File: src/rtl/calc_pkg.sv
// Shared encodings, FSM states and constant helpers for the parametrised decimal calculator.
// CALC_DIV_EN (optional): adds '/' (cmd 13) to the operator set.
package calc_pkg;

  localparam logic [3:0] CMD_ADD = 4'd10;
  localparam logic [3:0] CMD_SUB = 4'd11;
  localparam logic [3:0] CMD_MUL = 4'd12;
  localparam logic [3:0] CMD_DIV = 4'd13;
  localparam logic [3:0] CMD_EQ  = 4'd14;
  localparam logic [3:0] CMD_BS  = 4'd15;

  localparam logic [1:0] ST_ERROR = 2'b00;
  localparam logic [1:0] ST_BUSY  = 2'b01;
  localparam logic [1:0] ST_READY = 2'b10;
  localparam logic [1:0] ST_PRINT = 2'b11;

  localparam logic [3:0] BLANK = 4'hF;

  typedef enum logic [2:0] {WAIT_A, WAIT_B, CALC, SHOW, ERROR} state_t;

  function automatic int unsigned pow10(input int n);
    int unsigned v;
    v = 1;
    for (int i = 0; i < n; i++) v = v * 10;
    return v;
  endfunction

  function automatic logic is_op(input logic [3:0] c);
`ifdef CALC_DIV_EN
    return c inside {CMD_ADD, CMD_SUB, CMD_MUL, CMD_DIV};
`else
    return c inside {CMD_ADD, CMD_SUB, CMD_MUL};
`endif
  endfunction

endpackage

File: src/rtl/calc_muldiv.sv
// Iterative shift-add multiplier (and restoring divider under CALC_DIV_EN); start -> done in VAL_W+1 cycles.
// No backpressure: start is only issued while idle, done is a one-cycle pulse.
module calc_muldiv
  import calc_pkg::*;
#(
  parameter int          VAL_W = 27,
  parameter int unsigned LIMIT = 100000000
) (
  input  logic             clock,
  input  logic             reset,
  input  logic             start,
`ifdef CALC_DIV_EN
  input  logic             div,
`endif
  input  logic [VAL_W-1:0] a,
  input  logic [VAL_W-1:0] b,
  output logic [VAL_W-1:0] result,
  output logic             ovf,
  output logic             done
);

  localparam int CW = $clog2(VAL_W + 1);

  logic                 busy;
  logic [CW-1:0]        cnt;
  logic [2*VAL_W-1:0]   acc, mcand;
  logic [VAL_W-1:0]     mplier;  // multiplier, or dividend shifting into quotient

`ifdef CALC_DIV_EN
  logic                 div_r;
  logic [VAL_W-1:0]     rem, dvsr;
  logic [VAL_W:0]       rem_sh;
  assign rem_sh = {rem, mplier[VAL_W-1]};
`endif

  always_ff @(posedge clock or negedge reset) begin
    if (!reset) begin
      busy   <= 1'b0;
      cnt    <= '0;
      acc    <= '0;
      mcand  <= '0;
      mplier <= '0;
      done   <= 1'b0;
`ifdef CALC_DIV_EN
      div_r  <= 1'b0;
      rem    <= '0;
      dvsr   <= '0;
`endif
    end else begin
      done <= 1'b0;
      if (start) begin
        busy  <= 1'b1;
        cnt   <= '0;
        acc   <= '0;
        mcand <= {{VAL_W{1'b0}}, a};
`ifdef CALC_DIV_EN
        div_r  <= div;
        rem    <= '0;
        dvsr   <= b;
        mplier <= div ? a : b;
`else
        mplier <= b;
`endif
      end else if (busy) begin
`ifdef CALC_DIV_EN
        if (div_r) begin
          if (rem_sh >= {1'b0, dvsr}) begin
            rem    <= VAL_W'(rem_sh - {1'b0, dvsr});
            mplier <= {mplier[VAL_W-2:0], 1'b1};
          end else begin
            rem    <= rem_sh[VAL_W-1:0];
            mplier <= {mplier[VAL_W-2:0], 1'b0};
          end
        end else
`endif
        begin
          if (mplier[0]) acc <= acc + mcand;
          mcand  <= mcand << 1;
          mplier <= mplier >> 1;
        end
        cnt <= cnt + CW'(1);
        if (cnt == CW'(VAL_W - 1)) begin
          busy <= 1'b0;
          done <= 1'b1;
        end
      end
    end
  end

`ifdef CALC_DIV_EN
  assign result = div_r ? mplier : acc[VAL_W-1:0];
  assign ovf    = !div_r && ((acc[2*VAL_W-1:VAL_W] != '0) || (acc[VAL_W-1:0] >= VAL_W'(LIMIT)));
`else
  assign result = acc[VAL_W-1:0];
  assign ovf    = (acc[2*VAL_W-1:VAL_W] != '0) || (acc[VAL_W-1:0] >= VAL_W'(LIMIT));
`endif

endmodule

File: src/rtl/calc_param.sv
// DIGITS-digit decimal calculator: keypad commands in, one display digit per cycle out (SHOW lasts DIGITS cycles).
// cmd_ready drops while BUSY/PRINTING (commands are dropped, not queued); CALC_DIV_EN enables '/'.
module calc_param
  import calc_pkg::*;
#(
  parameter  int DIGITS = 8,
  localparam int VAL_W  = $clog2(pow10(DIGITS)),
  localparam int POS_W  = (DIGITS > 1) ? $clog2(DIGITS) : 1
) (
  input  logic             clock,
  input  logic             reset,
  input  logic             cmd_valid,
  input  logic [3:0]       cmd,
  output logic             cmd_ready,
  output logic [1:0]       status,
  output logic [3:0]       data,
  output logic [POS_W-1:0] pos,
  output logic             data_valid
);

  localparam int unsigned      LIMIT    = pow10(DIGITS);
  localparam logic [VAL_W-1:0] LIM_V    = VAL_W'(LIMIT);
  localparam logic [VAL_W-1:0] GROW_V   = VAL_W'(pow10(DIGITS - 1));
  localparam logic [VAL_W-1:0] TEN      = VAL_W'(10);
  localparam logic [POS_W-1:0] LAST_POS = POS_W'(DIGITS - 1);

  state_t             state, state_nx, ret_state, ret_nx;
  logic [VAL_W-1:0]   a, a_nx, b, b_nx, shadow, shadow_nx, cur, nv, show_val;
  logic [3:0]         op, op_nx;
  logic [POS_W-1:0]   cnt, cnt_nx;
  logic [VAL_W:0]     sum;
  logic               accept, show_req, md_start, md_done, md_ovf;
  logic [VAL_W-1:0]   md_result;

  calc_muldiv #(.VAL_W(VAL_W), .LIMIT(LIMIT)) u_muldiv (
    .clock  (clock),
    .reset  (reset),
    .start  (md_start),
`ifdef CALC_DIV_EN
    .div    (op == CMD_DIV),
`endif
    .a      (a),
    .b      (b),
    .result (md_result),
    .ovf    (md_ovf),
    .done   (md_done)
  );

  always_comb begin
    status = ST_READY;
    case (state)
      CALC:    status = ST_BUSY;
      SHOW:    status = ST_PRINT;
      ERROR:   status = ST_ERROR;
      default: status = ST_READY;
    endcase
  end

  // ERROR only listens for backspace; everything else is refused at the handshake.
  assign cmd_ready = (state == ERROR) ? (cmd == CMD_BS) : (state == WAIT_A || state == WAIT_B);
  assign accept    = cmd_valid && cmd_ready;

  always_comb begin
    state_nx  = state;
    ret_nx    = ret_state;
    a_nx      = a;
    b_nx      = b;
    op_nx     = op;
    shadow_nx = shadow;
    cnt_nx    = cnt;
    md_start  = 1'b0;
    show_req  = 1'b0;
    show_val  = shadow;
    cur       = (state == WAIT_B) ? b : a;
    nv        = cur;
    sum       = {1'b0, a} + {1'b0, b};
    case (state)
      WAIT_A, WAIT_B: if (accept) begin
        if (cmd <= 4'd9) begin
          if (cur < GROW_V) begin
            nv       = cur * TEN + VAL_W'(cmd);
            show_req = 1'b1;
          end
        end else if (cmd == CMD_BS) begin
          nv       = cur / TEN;
          show_req = 1'b1;
        end else if (is_op(cmd)) begin
          if (state == WAIT_A) begin
            op_nx    = cmd;
            b_nx     = '0;
            state_nx = WAIT_B;
          end else begin
            state_nx = ERROR;
          end
        end else if (cmd == CMD_EQ && state == WAIT_B) begin
          state_nx = CALC;
          md_start = (op == CMD_MUL);
`ifdef CALC_DIV_EN
          if (op == CMD_DIV && b != '0) md_start = 1'b1;
`endif
        end
        if (show_req) begin
          if (state == WAIT_A) a_nx = nv;
          else                 b_nx = nv;
          show_val = nv;
          ret_nx   = state;
        end
      end
      CALC: begin
        ret_nx = WAIT_A;
        case (op)
          CMD_ADD: begin
            if (sum >= {1'b0, LIM_V}) state_nx = ERROR;
            else begin
              a_nx     = sum[VAL_W-1:0];
              show_req = 1'b1;
            end
          end
          CMD_SUB: begin
            if (a < b) state_nx = ERROR;
            else begin
              a_nx     = a - b;
              show_req = 1'b1;
            end
          end
          default: begin
`ifdef CALC_DIV_EN
            if (op == CMD_DIV && b == '0) state_nx = ERROR;
            else
`endif
            if (md_done) begin
              if (md_ovf) state_nx = ERROR;
              else begin
                a_nx     = md_result;
                show_req = 1'b1;
              end
            end
          end
        endcase
        show_val = a_nx;
      end
      SHOW: begin
        shadow_nx = shadow / TEN;
        cnt_nx    = cnt + POS_W'(1);
        if (cnt == LAST_POS) state_nx = ret_state;
      end
      ERROR: if (accept) begin
        a_nx     = '0;
        b_nx     = '0;
        op_nx    = '0;
        state_nx = WAIT_A;
      end
      default: state_nx = WAIT_A;
    endcase
    if (show_req) begin
      shadow_nx = show_val;
      cnt_nx    = '0;
      state_nx  = SHOW;
    end
  end

  always_ff @(posedge clock or negedge reset) begin
    if (!reset) begin
      state      <= WAIT_A;
      ret_state  <= WAIT_A;
      a          <= '0;
      b          <= '0;
      op         <= '0;
      shadow     <= '0;
      cnt        <= '0;
      data       <= '0;
      pos        <= '0;
      data_valid <= 1'b0;
    end else begin
      state      <= state_nx;
      ret_state  <= ret_nx;
      a          <= a_nx;
      b          <= b_nx;
      op         <= op_nx;
      shadow     <= shadow_nx;
      cnt        <= cnt_nx;
      data_valid <= (state == SHOW);
      // Leading zeros blank out, but position 0 always shows a digit so zero reads as '0'.
      if (state == SHOW) begin
        pos  <= cnt;
        data <= (cnt != '0 && shadow == '0) ? BLANK : 4'(shadow % TEN);
      end
    end
  end

endmodule
File: config.mk
export PLATFORM = sky130hd
export DESIGN_NAME = calc_param
export DESIGN_NICKNAME = d
export VERILOG_FILES = /design/src/rtl/calc_pkg.sv /design/src/rtl/calc_muldiv.sv /design/src/rtl/calc_param.sv
export SDC_FILE = /design/constraint.sdc
export NUM_CORES = 1
export LEC_CHECK = 0
export ABC_AREA = 1
export CORE_UTILIZATION = 65
export DETAILED_ROUTE_END_ITERATION = 16
export PLACE_DENSITY_LB_ADDON = 0.05
export SLEW_MARGIN = 10
export SYNTH_ARGS = -nofsm -noshare
export SYNTH_HDL_FRONTEND = slang
export SYNTH_SLANG_ARGS = --single-unit
File: constraint.sdc
create_clock -name clock -period 18.2 [get_ports clock]
set_input_delay 5.46 -clock clock [delete_from_list [all_inputs] [get_ports clock]]
set_output_delay 5.46 -clock clock [all_outputs]
set_load 0.02 [all_outputs]
# Yosys cells after proc, flatten, opt, wreduce, memory -nomap -nowiden
# Cells that the tools add are included.
[op_classes]
addsub = 6
mul = 1
div_mod_pow = 3
n_lt_le_gt_ge = 5
eq_ne = 34
mux = 90
reduce_logical = 24
[ops]
columns = ["cell", "count"]
rows = [
  ["$mux 27", 25],
  ["$mux 54", 5],
  ["$pmux 27 s2", 3],
  ["$pmux 27 s3", 1],
  ["$add 54x54->54", 1],
  ["$div 27x4->27 const B", 2],
  ["$mux 3", 17],
  ["$eq 4x4->1 const B", 8],
  ["$add 27x27->28", 1],
  ["$ge 28x27->1 const B", 1],
  ["$mux 4", 7],
  ["$add 27x4->27", 1],
  ["$ge 27x27->1 const B", 1],
  ["$logic_not 27->1", 1],
  ["$lt 27x24->1 const B", 1],
  ["$lt 27x27->1", 1],
  ["$mod 27x4->27 const B", 1],
  ["$mul 27x3->26 const B", 1],
  ["$reduce_bool 27->1", 1],
  ["$sub 27x27->27", 1],
  ["$mux 1", 23],
  ["$ne 3x3->1 const B", 6],
  ["$ne 2x2->1 const B", 6],
  ["$ne 4x4->1 const B", 3],
  ["30 further kinds", 45],
]
[totals]
reg_bits = 244
input_bits = 7
output_inout_bits = 11

# Depth between registers and ports, before layout
[logic_depth]
ltp_word = 11
depth_mapped = 121
depth_no_buf = 121

# By module
# Synthesis repeated with hierarchy kept, for this count alone.
[hier_totals]
cells_unflattened = 4040
area_unflattened_um2 = 25878.6
[modules_own_cells]
columns = ["module", "n_inst", "cells_each", "area_per_inst_um2", "seq_area_each_um2"]
rows = [
  ["calc_param", 1, 2387, 15189.6, 2552.4],
  ["calc_muldiv", 1, 1653, 10689.0, 3553.4],
]

# Worst setup path after synthesis
# Ideal clock, no wire load.
[synth_path]
kind = "input to output"
startpoint = "input cmd[3]"
endpoint = "output cmd_ready"
arrival_time_ns = 6.659
setup_slack_ns = 6.081
stages = 4
n_path_buf = 0
path_cell_list = "nand2_1 > nor3_2 > clkinv_1 > a21oi_1"
[synth_between]
elab_chain_cells = 2
[synth_lines]
columns = ["item", "line_no", "source"]
rows = [
  ["start: declaration", "calc_param.sv:13", "input logic [3:0] cmd,"],
  ["$eq 4x4->1", "calc_param.sv:60", "assign cmd_ready = (state == ERROR) ? (cmd == CMD_BS) : (state == WAIT_A || state == WAIT_B);"],
  ["$mux 1", "calc_param.sv:60", ""],
  ["end: declaration", "calc_param.sv:14", "output logic cmd_ready,"],
]
# Every way passes these cells.

# Worst setup path in the final report
[layout_path]
startpoint = "input cmd[2]"
endpoint = "output cmd_ready"
# Same word-level chain as after synthesis.

==> results.cfg <==
[outcome]
status = complete, no violations

[global_routing]
track_usage = 0.387
use_met3 = 0.0691
met2_usage = 0.618
grt_pass1_vias = 22200
use_met1 = 0.495
grt_overflow = 0
busiest_layer = met2
grt_pass1_wl_microns = 112000
grt_max_degree = 115
antenna_found_initial = 0

[setup_path]
r2r_start = state[1]
path_delay_family = buffers and inverters
path_class = in2out
r2r_slack_ns = 7.69
critPathBufInv = 3
cp.arrival_ns = 7.95
endpoint_kind = output pin
startpoint_type = input port
cp_max_fo = 18
cpPeakStageDelay_ns = 0.64
startpoint = cmd[2]
crit_slowest_cell = clkdlybuf4s50_1
critical_path_required_ns = 12.74
path_cells = clkdlybuf4s50_1 > nand2_1 > nor3_2 > clkinv_1 > a21oi_1 > clkdlybuf4s50_1
crit_top_cell = clkdlybuf4s50_1

[hold_path]
hold_class = reg2reg
worstHoldStart = pos[2]

[cells_and_area]
mostFrequentLayoutCells = 724 x nand2_1, 367 x inv_1, 323 x nand3_1
fin_nets = 3504
diodes = 0
utilization = 0.702
syn_to_final_growth_pct = 6.27
layout-drive-gt1-share = 0.0881
final_common_cell = nand2_1
fillers = 2970

[sta]
rsz0062_at_grt = no
layout_min_cycle_time_ns = 13.41
setup_ws_ns = 4.79
period_share = 0.737
tns_ns = 0
clock.fmax_mhz = 74.6
hold_viol_final = 0
fin_skew_ns = 0.0293
maxSlewViolCount = 0
max_slew_margin = 0.0864
setup_violations = 0
worst_pin_slew_ns = 1.37

[routing]
vias_per_cell = 6.22
wirelength_microns = 70400
ant_nets = 0
drt-initial-drc-count = 2021
vias = 23700
drt_first_pass_iters = 9
wl_per_cell_microns = 18.5
drc = 0

[cts]
path_clk_slew_ns = 0.06
htree_levels = 1
cts_resized = 0
root_buffer = clkbuf_16
cts_made_buffers = 29
tritoncts = built
cts_setup_buffers = 0
cts_buffer_depth = 3
cts.sinks = 244
ctsHoldBuffers = 0
clk_latency_ns = 0.60

[floorplan]
coreArea_sq_um = 34500
num_rows = 68
fp.dieW_microns = 189
die_area_sq_um = 35900
start_util = 0.661
num_io_pins = 18
die_h_microns = 189

[placed_design]
portBuffers = 17
place_congestion = 0.991
dp_hpwl_microns = 51200
place_worst_setup_slack_ns = 4.83

[synthesis]
synth_edf_count = 0
postSynthCellCount = 3378
ys_seq_elements = 244
syn-num-nets = 3551
synthesis.area_sq_um = 22800
ys.flop_type = dfrtp_1
synth-async-reset-ratio = 1.00
yosys_warnings = 0
ys_seq_area_frac = 0.267
synth_cell_type_count = 53
syn-mean-instance-area_sq_um = 6.76

[flow_run]
timing.max_cap.violations = 0
## cells in the mapped netlist, types with 2 or more instances
cell type  instances  area share
a211oi_1           5      0.0016
a21o_1            10      0.0033
a21oi_1          248       0.054
a21oi_2            3      0.0012
a221oi_1          13      0.0050
a22oi_1            7      0.0023
a31oi_1           63       0.017
and2_1             5      0.0014
buf_1             10      0.0016
buf_6              2     0.00099
clkbuf_1         105       0.017
clkinv_1           8      0.0013
dfrtp_1          244        0.27
fa_1               5      0.0044
ha_1             161       0.088
inv_1            370       0.061
inv_2             56      0.0092
nand2_1          724        0.12
nand2_2          116       0.032
nand2_4           13      0.0064
nand3_1          323       0.071
nand3_2           21      0.0092
nand3b_1           2     0.00066
nand4_1           28      0.0077
nor2_1           249       0.041
nor3_1            18      0.0039
nor4_1            19      0.0052
o2111ai_1          4      0.0015
o211ai_1          68       0.022
o21a_1             2     0.00066
o21ai_0          169       0.037
o21ai_1           34      0.0075
o21ai_2            3      0.0012
o21bai_1          13      0.0043
o221ai_1          25      0.0096
o22ai_1           50       0.014
o31ai_1           21      0.0069
o32ai_1           30       0.012
o41ai_1            2     0.00077
or2_2              4      0.0011
xnor2_1           11      0.0042
xor2_1           103       0.040
## state kept, by name (all words and copies together), names as in the netlist
name             cells
data_valid           1
u_muldiv.cnt         5
pos                  3
op                   4
u_muldiv.mcand      54
a                   27
data                 4
u_muldiv.busy        1
u_muldiv.acc        54
state                3
cnt                  3
ret_state            3
u_muldiv.done        1
b                   27
shadow              27
u_muldiv.mplier     27
## metal layers
layer	up-vias	share of wire
li1	11400	-
met3	230	0.087
met5	-	0
met4	0	0.056
met1	11000	0.41
met2	1079	0.44
## path summary, 6_finish.rpt
kind / endpoint / cells past startpoint
setup reg to reg: shadow[0] / 102
hold / removal: pos[2] / 2
min in group asynchronous: u_muldiv.mcand[45] / 1
setup / recovery: cmd_ready / 6
max in group asynchronous: shadow[1] / 2
hold reg to reg: pos[2] / 2
## worst reg2reg max path: cells and delay by family, from the launching register on
family | cells | cell delay, ns
simple gates | 88 | 8.66
compound gates | 3 | 0.47
buf+inv | 11 | 0.91
flops | 1 | 0.40
## logic make-up after synthesis
logic type	count (synthesis)	share of synthesized area
adder cells (fa/ha/maj)	166	0.0926
AO/OA/AOI/OAI	774	0.204
XOR/XNOR	115	0.0448
flip-flops	244	0.267
AND/OR/NAND/NOR	1527	0.300
buffers and inverters	552	0.0915
## final cells by class
class | instances | area (sq um) | share of cell area
Clock inverter | 6 | 72.6 | 0.00299
Inverter | 434 | 1630 | 0.0672
Tap cell | 455 | 569 | 0.0235
Sequential cell | 244 | 6110 | 0.252
Clock buffer | 44 | 872 | 0.0359
Multi-Input combinational cell | 2582 | 14700 | 0.604
Timing Repair Buffer | 40 | 348 | 0.0143
## stage by stage
step / instance area, sq um / hold WS [ns] / instances
final: 24300 / 0.493 / 3805
after global routing: 24300 / 0.523 / 3805
after CTS: 24300 / 0.498 / 3805
after detailed placement: 23300 / 0.474 / 3755
after global placement: 23300 / 0.469 / 3755
after floorplan: 22800 / 0.457 / 3378
Power is left out: the tool's default activity adds up to more than one toggle a clock period on the data nets, which glitch-free logic cannot reach.
